### src/rtl/alu_sched_pkg.sv
// Shared types and constants for the arithmetic-unit scheduler.
package alu_sched_pkg;

    typedef enum logic [1:0] {
        S_IDLE  = 2'd0,
        S_ISSUE = 2'd1,
        S_WAIT  = 2'd2,
        S_RESP  = 2'd3
    } state_t;

    localparam logic [1:0] FUN_ADD = 2'b00;
    localparam logic [1:0] FUN_SUB = 2'b01;
    localparam logic [1:0] FUN_MUL = 2'b10;
    localparam logic [1:0] FUN_DIV = 2'b11;

    localparam int CNT_W = 4;

endpackage

### src/rtl/rr_arbiter_2.sv
// Two-way round-robin arbiter; on a tie the requester not granted last wins.
module rr_arbiter_2 (
    input  logic valid0_i,
    input  logic valid1_i,
    input  logic last_grant_i,
    output logic grant_o,
    output logic grant_valid_o
);

    always_comb begin
        grant_valid_o = valid0_i | valid1_i;
        if (valid0_i && valid1_i) begin
            grant_o = ~last_grant_i;
        end else begin
            grant_o = valid1_i;
        end
    end

endmodule

### src/rtl/alu_arith_scheduler.sv
// Shares one arithmetic unit between two requesters with round-robin arbitration and a WAIT timeout.
// Optional macro DIV0_GUARD_EN: divide-by-zero is answered with an error without issuing to the unit.
module alu_arith_scheduler
    import alu_sched_pkg::*;
#(
    parameter int A_WIDTH        = 8,
    parameter int B_WIDTH        = 8,
    parameter int OUT_WIDTH      = 8,
    parameter int ALU_FUN_WIDTH  = 2,
    parameter int TIMEOUT_CYCLES = 4
) (
    input  logic                     CLK,
    input  logic                     RST,
    input  logic                     REQ0_VALID,
    output logic                     REQ0_READY,
    input  logic [A_WIDTH-1:0]       REQ0_A,
    input  logic [B_WIDTH-1:0]       REQ0_B,
    input  logic [ALU_FUN_WIDTH-1:0] REQ0_FUN,
    input  logic                     REQ1_VALID,
    output logic                     REQ1_READY,
    input  logic [A_WIDTH-1:0]       REQ1_A,
    input  logic [B_WIDTH-1:0]       REQ1_B,
    input  logic [ALU_FUN_WIDTH-1:0] REQ1_FUN,
    output logic [A_WIDTH-1:0]       ALU_A,
    output logic [B_WIDTH-1:0]       ALU_B,
    output logic [ALU_FUN_WIDTH-1:0] ALU_FUN,
    output logic                     ALU_EN,
    input  logic [OUT_WIDTH-1:0]     ALU_OUT,
    input  logic                     ALU_OUT_VALID,
    output logic                     RSP_VALID,
    input  logic                     RSP_READY,
    output logic [OUT_WIDTH-1:0]     RSP_DATA,
    output logic                     RSP_ID,
    output logic                     RSP_ERR
);

    localparam logic [CNT_W-1:0] CNT_LAST = CNT_W'(TIMEOUT_CYCLES - 1);

    state_t                   state_q, state_d;
    logic                     last_grant_q, last_grant_d;
    logic [A_WIDTH-1:0]       a_q, a_d;
    logic [B_WIDTH-1:0]       b_q, b_d;
    logic [ALU_FUN_WIDTH-1:0] fun_q, fun_d;
    logic                     id_q, id_d;
    logic [OUT_WIDTH-1:0]     data_q, data_d;
    logic                     err_q, err_d;
    logic [CNT_W-1:0]         cnt_q, cnt_d;
    logic                     grant, grant_valid;

    rr_arbiter_2 u_arb (
        .valid0_i      (REQ0_VALID),
        .valid1_i      (REQ1_VALID),
        .last_grant_i  (last_grant_q),
        .grant_o       (grant),
        .grant_valid_o (grant_valid)
    );

    always_comb begin
        state_d      = state_q;
        last_grant_d = last_grant_q;
        a_d          = a_q;
        b_d          = b_q;
        fun_d        = fun_q;
        id_d         = id_q;
        data_d       = data_q;
        err_d        = err_q;
        cnt_d        = cnt_q;
        ALU_EN       = 1'b0;
        REQ0_READY   = 1'b0;
        REQ1_READY   = 1'b0;
        case (state_q)
            S_IDLE: begin
                if (grant_valid) begin
                    REQ0_READY   = ~grant;
                    REQ1_READY   = grant;
                    a_d          = grant ? REQ1_A   : REQ0_A;
                    b_d          = grant ? REQ1_B   : REQ0_B;
                    fun_d        = grant ? REQ1_FUN : REQ0_FUN;
                    id_d         = grant;
                    last_grant_d = grant;
                    state_d      = S_ISSUE;
                end
            end
            S_ISSUE: begin
                cnt_d = '0;
`ifdef DIV0_GUARD_EN
                if (fun_q == ALU_FUN_WIDTH'(FUN_DIV) && b_q == '0) begin
                    data_d  = '0;
                    err_d   = 1'b1;
                    state_d = S_RESP;
                end else begin
                    ALU_EN  = 1'b1;
                    state_d = S_WAIT;
                end
`else
                ALU_EN  = 1'b1;
                state_d = S_WAIT;
`endif
            end
            S_WAIT: begin
                if (ALU_OUT_VALID) begin
                    data_d  = ALU_OUT;
                    err_d   = 1'b0;
                    state_d = S_RESP;
                end else if (cnt_q == CNT_LAST) begin
                    // Unit never answered: release the requester with an error.
                    data_d  = '0;
                    err_d   = 1'b1;
                    state_d = S_RESP;
                end else begin
                    cnt_d = cnt_q + 1'b1;
                end
            end
            S_RESP: begin
                if (RSP_READY) begin
                    state_d = S_IDLE;
                end
            end
            default: state_d = S_IDLE;
        endcase
    end

    always_ff @(posedge CLK) begin
        if (!RST) begin
            state_q      <= S_IDLE;
            last_grant_q <= 1'b1;
            a_q          <= '0;
            b_q          <= '0;
            fun_q        <= '0;
            id_q         <= 1'b0;
            data_q       <= '0;
            err_q        <= 1'b0;
            cnt_q        <= '0;
        end else begin
            state_q      <= state_d;
            last_grant_q <= last_grant_d;
            a_q          <= a_d;
            b_q          <= b_d;
            fun_q        <= fun_d;
            id_q         <= id_d;
            data_q       <= data_d;
            err_q        <= err_d;
            cnt_q        <= cnt_d;
        end
    end

    assign ALU_A     = a_q;
    assign ALU_B     = b_q;
    assign ALU_FUN   = fun_q;
    assign RSP_VALID = (state_q == S_RESP);
    assign RSP_DATA  = data_q;
    assign RSP_ID    = id_q;
    assign RSP_ERR   = err_q;

endmodule

### config.mk
export PLATFORM = sky130hd
export DESIGN_NAME = alu_arith_scheduler
export DESIGN_NICKNAME = d
export VERILOG_FILES = /design/src/rtl/alu_sched_pkg.sv /design/src/rtl/rr_arbiter_2.sv /design/src/rtl/alu_arith_scheduler.sv
export SDC_FILE = /design/constraint.sdc
export NUM_CORES = 1
export LEC_CHECK = 0
export ABC_AREA = 1
export BUFFER_PORTS_ARGS = -buffer_cell sky130_fd_sc_hd__buf_2
export CAP_MARGIN = 40
export CORE_MARGIN = 2
export CORE_UTILIZATION = 35
export CTS_BUF_LIST = sky130_fd_sc_hd__clkbuf_8
export DETAILED_ROUTE_END_ITERATION = 12
export PLACE_DENSITY = 0.66
export SYNTH_ARGS = -nofsm -noshare
export SYNTH_HDL_FRONTEND = slang
export SYNTH_SLANG_ARGS = --single-unit
### constraint.sdc
create_clock -name CLK -period 1.5 [get_ports CLK]
set_clock_uncertainty 0.15 [all_clocks]
set_input_delay 0.3 -clock CLK [delete_from_list [all_inputs] [get_ports CLK]]
set_output_delay 0.3 -clock CLK [all_outputs]
set_load 0.02 [all_outputs]
# Word level (Yosys, flattened, before mapping)
# Index checks and enable logic that the tools add are counted.
op_classes:
  mux: 21
  n_reduce_logical: 8
  add_sub_neg: 1
  bitwise_logic: 3
  eq_ne: 9
op_table:
  columns: ["operator", "count"]
  rows:
  - ["2-to-1 mux 8 bit", 4]
  - ["2-to-1 mux 2 bit", 5]
  - ["2-to-1 mux 1 bit", 8]
  - ["2-to-1 mux 4 bit", 2]
  - ["case mux 2 bit (4 select lines)", 1]
  - ["case mux 4 bit (2 select lines)", 1]
  - ["!= test 2 bit (second input constant)", 3]
  - ["AND reduction 3 bit", 2]
  - ["adder 4 x 1 -> 4 bit (second input constant)", 1]
  - ["== test 2 bit (second input constant)", 2]
  - ["== test 4 x 2 -> 1 bit (second input constant)", 1]
  - ["AND reduction 2 bit", 2]
  - ["nonzero test 2 bit", 2]
  - ["!= test 3 bit (second input constant)", 1]
  - ["== test 2 x 1 -> 1 bit (second input constant)", 1]
  - ["zero test 2 bit", 1]
  - ["!= test 2 x 1 -> 1 bit (second input constant)", 1]
  - ["inverter 1 bit", 2]
  - ["logical AND 1 bit", 1]
  - ["bitwise OR 1 bit", 1]
totals:
  elab_cells: 51
  regBits: 35
  output_inout_bits: 32
  in_bits: 50

# Depth between registers and ports, before layout
# Gate-level depths: netlist of the first run.
logic_depth:
  depth_word: 5
  ltp_mapped: 8
  mapped_depth_nobuf: 8

# Modules after synthesis
# From an unflattened synthesis of the first run, not the netlist that was laid out.
hier_totals:
  cells_unflattened: 211
  area_unflattened_um2: 1584.0
by_module_without_submodules:
  columns: ["module", "area_per_inst_um2", "seq_area_each_um2", "cells_per_inst", "instances"]
  rows:
  - ["alu_arith_scheduler", 1569.0, 700.7, 208, 1]
  - ["rr_arbiter_2", 15.0, 0.0, 3, 1]

# Worst setup path before layout of the first run
# Ideal clock, no wire load.
synth_timing:
  kind: "register to output"
  start: "register state_q[0]"
  end: "output port REQ0_READY"
  path_stages_with_launch: 6
  path_buffers: 1
  required_time_ns: 1.050
  arrival_ns: 1.182
  setup_slack_ns: -0.132
  cell_sequence: "dfxtp_1 -> inv_1 -> ha_1 -> o21ai_2 -> buf_2 -> nor2_1"
synth_between:
  elab_chain_len: 2
synth_rtl:
  columns: ["item", "line", "text"]
  rows:
  - ["from (decl)", "alu_arith_scheduler.sv:39", "state_t state_q, state_d;"]
  - ["from (signal assigned)", "alu_arith_scheduler.sv:135", "state_q <= state_d;"]
  - ["zero test 2 bit", "alu_arith_scheduler.sv:71", "case (state_q)"]
  - ["2-to-1 mux 1 bit", "alu_arith_scheduler.sv:71", null]
  - ["to (decl)", "alu_arith_scheduler.sv:15", "output logic REQ0_READY,"]
# Every way passes these cells.

# Final worst setup path of the first run
# Ends and elaborated chain as after synthesis.

==> metrics.log, run 1 <==
[metrics] result of the run: finished, violations left
[metrics] violated checks: setup timing
[metrics] number of buffers created by CTS: 5
[metrics] dominant cell type by area after synthesis: sky130_fd_sc_hd__dfxtp_1
[metrics] final slew viol count: 0
[metrics] crit path to: REQ0_READY
[metrics] placer congestion estimate: ~0.75
[metrics] slew at the pin closest to its max-slew limit: approximately 210 ps
[metrics] via-per-instance ratio: 4.548
[metrics] CTS tree: built
[metrics] maximum vdd ir drop: 0.0005266 V
[metrics] number of buffers added on ports: ~80
[metrics] DIE WIDTH: 74.24 µm
[metrics] cell breakdown of the critical path: inv_2 > ha_4 > o21ai_4 > nor2_4 > buf_6
[metrics] Synth Warn #: 0
[metrics] design area: 0.002464 mm²
[metrics] number of cells on the worst reg-to-reg path: 8
[metrics] first-pass GRT wire length: 7238 µm
[metrics] post-layout net count: slightly above 400
[metrics] Simple-Gate Fraction of Synth Area: approximately a third
[metrics] final HPWL from detailed placement: around 3200 µm
[metrics] Final setup violation count: 4
[metrics] total power: 0.003609 W
[metrics] post-route non-filler standard cell count: 414
[metrics] final routed wirelength across all metal layers: 4583 µm
[metrics] overall die height: 74.24 µm
[metrics] Place WS: -56.96 ps
[metrics] maximum level of the CTS H-tree: 2
[metrics] Fmax: about 640 MHz
[metrics] Seq cells post-synth: 35
[metrics] via count of the first global-routing pass: 1704
[metrics] biggest fanout along the worst timing path: 3
[metrics] number of distinct library cells after synthesis: 20
[metrics] average detailed-routed wire length per instance: ~11 µm
[metrics] Period Utilization, post-route: 104.1%
[metrics] instance area after placement: 0.002238 mm²
[metrics] DRC: 0
[metrics] parity-gate share of the synthesized area counting xor and xnor cells: 0%
[metrics] clock root buffer: sky130_fd_sc_hd__clkbuf_8
[metrics] crit path max-delay cell type: sky130_fd_sc_hd__dfxtp_2
[metrics] starting density of the core: a little over a third
[metrics] most common library cell in the layout ignoring fill and taps: sky130_fd_sc_hd__nand2_1
[metrics] largest cells by area after synthesis: sky130_fd_sc_hd__dfxtp_1 41%, sky130_fd_sc_hd__nand2_1 22%, sky130_fd_sc_hd__a21oi_1 9.9%
[metrics] total iterations of the first detailed-routing run: 6
[metrics] area of the core: ~0.0048 mm²
[metrics] number of hold violations in the final report: 0
[metrics] clk_lat worst skew: ~270 ps
[metrics] highest-count cells in the layout ignoring fill and taps: 97 x sky130_fd_sc_hd__nand2_1, 77 x sky130_fd_sc_hd__buf_2, 33 x sky130_fd_sc_hd__dfxtp_1, 33 x sky130_fd_sc_hd__a21oi_1, 26 x sky130_fd_sc_hd__nand3_1
[metrics] multiplexer share of the synthesized area: 0%
[metrics] io pins: 82
[metrics] share of synthesized area occupied by flip-flops and latches: 40.58%
[metrics] Critical Path Start: state_q[0]
[metrics] Mapped Nets: 308
[metrics] Layout Area Growth over Synthesis: 42.68%
[metrics] number of routed nets with antenna violations: 0
[metrics] clk sink count: 35
[metrics] post-synth top area share: 40.58%
[metrics] path type of the worst min-delay path: input port to register
[metrics] RR Endpoint: state_q[0]
[metrics] # Max-Cap Violations: 0
[metrics] kind of end point of the critical path: output pin
[metrics] worst path arrival time: 1110 ps
[metrics] number of diodes added for antenna fixing: 0
[metrics] pwr dens: 1465 mW/mm²
[metrics] placed insts: about 400
[metrics] number of DRC markers after the initial detailed-route iteration: 55
[metrics] combinational family with the most area after synthesis: simple AND/OR/NAND/NOR gates
[metrics] maximum number of buffers from clock root to sink: 2
[metrics] Reg clk slew, reported paths: 70 ps
[metrics] hold buffer count at cts: 0
[metrics] normalized max-slew margin: between 80% and 90%
[metrics] leak pwr: 1.245 nW
[metrics] mean instance size in the synthesized netlist: 6.852 µm²
[metrics] final global-route overflow total: 0
[metrics] final critical path time including I/O delays and setup: 1561 ps
[metrics] data required time of the critical path: 1050 ps
[metrics] antenna violations before repair: 0
[metrics] total routing resource utilization after global routing: approximately 17%
[metrics] share of post-route cells with drive strength above 1: 35.73%
[metrics] stage delay of the slowest cell on the critical path: approximately 330 ps
[metrics] number of instances in the synthesized netlist: ~250
[metrics] cell area after synthesis: between 0.0015 and 0.002 mm²
[metrics] largest net degree at the start of global routing: 19
[metrics] floorplan die area: 0.005511 mm²
[metrics] Placement Rows: 25
[metrics] kind of critical path: register to output pin
[metrics] post-synthesis compound-gate area fraction: 11.59%
[metrics] RR Startpoint: state_q[1]
[metrics] final worst slack: -60.84 ps
[metrics] R2R setup slack: -30 ps
[metrics] Vias: 1883
[metrics] unrepaired setup endpoints after global routing: true
[metrics] adder-cell share of the synthesized area: 4.348%
[metrics] Critical Path Start Type: register
==> layout make-up <==
type | instances | area [µm²]
fillers | 496 | 2291
flip-flops and latches | 35 | 703.2
repair buffers | 99 | 569.3
multi-input cells | 187 | 952.2
clock inverters | 1 | 3.754
inverters | 20 | 82.58
clock buffers | 5 | 68.82
well taps | 67 | 83.83
==> cell families (layout without fill, tap and decap cells) <==
kind of cell    Yosys count  in the layout
simple gates            143            143
flops                    35             35
buf+inv                  30            125
fa+ha+maj                 6              6
compound gates           38             38
==> sequential cells by signal, summed over array words and instances (netlist names) <==
name,count
RSP_DATA,8
ALU_FUN,2
RSP_ERR,1
RSP_ID,1
state_q,2
ALU_B,8
ALU_A,8
cnt_q,4
last_grant_q,1
==> power breakdown <==
| group | internal [W] | switching, W | total (W) |
|---|---|---|---|
| registers | 0.00113 | 0.000117 | 0.00125 |
| clock network | 0.000302 | 0.000298 | 0.000601 |
| logic | 0.000727 | 0.00103 | 0.00176 |
| total | 0.00216 | 0.00145 | 0.00361 |
==> critical path: cells and delay by family, from the launching register on <==
| family | cells | cell delay [ps] |
|---|---|---|
| flip-flops | 1 | 330 |
| buffers and inverters | 2 | 200 |
| AO/OA/AOI/OAI | 1 | 70 |
| adder cells (fa/ha/maj) | 1 | 160 |
| AND/OR/NAND/NOR | 1 | 80 |
==> stage by stage <==
step / hold WS (ps) / utilization, % / setup TNS [ps]
after floorplan: 234.9 / - / 0
after global placement: 295.6 / 47.08 / 0
after detailed placement: 300.6 / 47.08 / -633.0
after CTS: 114.4 / 50.95 / -158.6
after global routing: 112.5 / 51.82 / -1152
final: 123.4 / 51.82 / -135.3
==> Yosys cell counts (all sizes together) <==
master,instances
a21oi,35
nand3,26
buf,7
dfxtp,35
nand4,1
a21boi,1
ha,6
nand2,102
nand3b,5
nor2,9
o21ai,2
inv,20
clkbuf,3
==> per-layer routing <==
metal	GRT usage [%]	vias to the layer above	part of all wire [%]
met5	0	-	0
met4	4.563	0	0.92
met3	4.472	4	6.4
met2	31.65	61	50
met1	19.17	821	43
li1	-	997	-
==> worst min-delay path by stage <==
stage,startpoint,to,slack (ps),depth (start not counted)
after CTS,RST,last_grant_q,110,2
after global placement,RSP_DATA[6],RSP_DATA[6],300,2
after floorplan,RST,last_grant_q,230,1
after detailed placement,RSP_DATA[6],RSP_DATA[6],300,2
final,ALU_OUT[1],RSP_DATA[1],120,3
after global routing,RST,last_grant_q,110,2
==> what timing repair did <==
action | 4_1_cts | 5_1_grt
pin swaps | 2 | 2
setup endpoints to repair | 28 | 22
gates resized for setup | 20 | 9
setup buffers | 5 | 2
Note: power is estimated with default switching activity, not from simulation.
==> inputs of run 2 (changes only) <==
PLACE_DENSITY = 0.71   (was 0.66)
==> metrics.log, run 2 (synthesized netlist as in run 1, its figures left out) <==
[metrics] Fmax: 620.4 MHz
[metrics] maximum number of buffers from clock root to sink: 2
[metrics] most common library cell in the layout ignoring fill and taps: sky130_fd_sc_hd__nand2_1
[metrics] final global-route overflow total: 0
[metrics] clock root buffer: sky130_fd_sc_hd__clkbuf_8
[metrics] # Max-Cap Violations: 0
[metrics] number of DRC markers after the initial detailed-route iteration: 93
[metrics] Total Neg Setup Slack: -182.4 ps
[metrics] largest net degree at the start of global routing: 30
[metrics] number of buffers added on ports: 81
[metrics] total routing resource utilization after global routing: 17.14%
[metrics] clk sink count: 35
[metrics] violated checks: setup timing
[metrics] maximum vdd ir drop: approximately 0.00058 V
[metrics] area of the core: 0.004755 mm²
[metrics] starting density of the core: 36.32%
[metrics] final core occ: a little over half
[metrics] io pins: 82
[metrics] Placement Rows: 25
[metrics] DRC: 0
[metrics] Int Pwr: 0.002416 W
[metrics] final worst slack: -111.7 ps
[metrics] unrepaired setup endpoints after global routing: true
[metrics] Reg clk slew, reported paths: about 70 ps
[metrics] result of the run: finished, violations left
[metrics] antenna violations before repair: 0
[metrics] portion of total power attributed to the clock network: 22.2%
[metrics] final routed wirelength across all metal layers: between 4000 and 5000 µm
[metrics] average detailed-routed wire length per instance: 11.15 µm
[metrics] first-pass GRT wire length: 7224 µm
[metrics] number of diodes added for antenna fixing: 0
[metrics] normalized max-slew margin: 86.51%
[metrics] maximum level of the CTS H-tree: 2
[metrics] switching share of power: around two fifths
[metrics] via-per-instance ratio: 4.531
[metrics] Final setup violation count: 4
[metrics] leak pwr: around 1.3 nW
[metrics] P_sw: 0.001503 W
[metrics] post-layout net count: 402
[metrics] pwr dens: 1551 mW/mm²
[metrics] number of buffers created by CTS: 5
[metrics] data required time of the critical path: approximately 1100 ps
[metrics] Vias: 1876
[metrics] biggest fanout along the worst timing path: 3
[metrics] slew at the pin closest to its max-slew limit: around 200 ps
[metrics] kind of critical path: register to output pin
[metrics] share of post-route cells with drive strength above 1: 36.60%
[metrics] floorplan die area: 0.005511 mm²
[metrics] total power: 0.003919 W
[metrics] overall die height: around 74 µm
[metrics] Critical Path Start Type: register
[metrics] final HPWL from detailed placement: 3204 µm
[metrics] CTS tree: built
[metrics] worst path arrival time: 1160 ps
[metrics] final critical path time including I/O delays and setup: 1612 ps
[metrics] number of routed nets with antenna violations: 0
[metrics] highest-count cells in the layout ignoring fill and taps: 96 x sky130_fd_sc_hd__nand2_1, 77 x sky130_fd_sc_hd__buf_2, 33 x sky130_fd_sc_hd__dfxtp_1, 33 x sky130_fd_sc_hd__a21oi_1, 26 x sky130_fd_sc_hd__nand3_1
[metrics] sequential share of power: 31.8%
[metrics] hold buffer count at cts: 0
[metrics] DIE WIDTH: 74.24 µm
[metrics] final-layout fill cell count: 480
[metrics] Period Utilization, post-route: 107.4%
[metrics] combinational power share: 46.0%
[metrics] placer congestion estimate: 0.7295
[metrics] final slew viol count: 0
[metrics] number of hold violations in the final report: 0
[metrics] total iterations of the first detailed-routing run: 4
[metrics] Hold Slack: 113.9 ps
[metrics] path type of the worst min-delay path: input port to register
[metrics] clk_lat worst skew: approximately 280 ps
[metrics] Layout Area Growth over Synthesis: 46.30%
[metrics] via count of the first global-routing pass: 1653
[metrics] kind of end point of the critical path: output pin
[run 2: worst paths after layout]
kind	end	cells past startpoint	start	slack [ps]
max	REQ0_READY	5	state_q[1]	-110
max reg2reg	RSP_DATA[4]	7	state_q[1]	30
min	last_grant_q	2	RST	110
min reg2reg	RSP_DATA[2]	2	RSP_DATA[2]	310
[run 2: metrics by stage]
step	setup slack, ps	instances	area, µm²
floorplan	13.39	252	1737
global placement	-5.001	399	2236
detailed placement	-76.15	399	2236
CTS	-82.98	409	2449
global route	-147.9	414	2526
finish	-111.7	414	2526
[run 2: power by group through the flow]
stage,registers (W),logic (W),clock network [W]
after detailed placement,0.00126,0.00145,0
after CTS,0.00124,0.00164,0.000891
after global routing,0.00128,0.00199,0.000926
after global placement,0.00125,0.00143,0
after floorplan,0.00145,0.000803,0
final,0.00125,0.00180,0.000870
[run 2: layout make-up]
type                       instances  area (µm²)  share of cell area (%)
clock inverter                     2       35.03                   1.387
clock buffer                       6       82.58                   3.269
tap                               67       83.83                   3.318
sequential                        35       703.2                   27.84
multi-input combinational        187       964.7                   38.19
inverter                          20       82.58                   3.269
timing repair buffer              97       574.3                   22.73
[run 2: timing repair]
item / CTS / global route
setup endpoints to repair: 29 / 36
pin swaps: 2 / 3
setup buffers: 2 / 5
endpoints found under the hold margin: 0 / 0
resized for setup: 24 / 12
[run 2: routing by layer]
layer / wire (µm) / vias up / track usage [%]
li1: - / 990 / -
met1: 2023 / 815 / 19.98
met2: 2236 / 67 / 29.76
met3: 316 / 4 / 6.233
met4: 39 / 0 / 4.762
met5: 0 / - / 0
[run 2: critical path, cell delays in order, from the launching register on]
cell and delay [ps]:
sky130_fd_sc_hd__dfxtp_2 330, sky130_fd_sc_hd__inv_2 90, sky130_fd_sc_hd__ha_4 170, sky130_fd_sc_hd__o21ai_4 70, sky130_fd_sc_hd__nor2_4 90, sky130_fd_sc_hd__buf_6 120
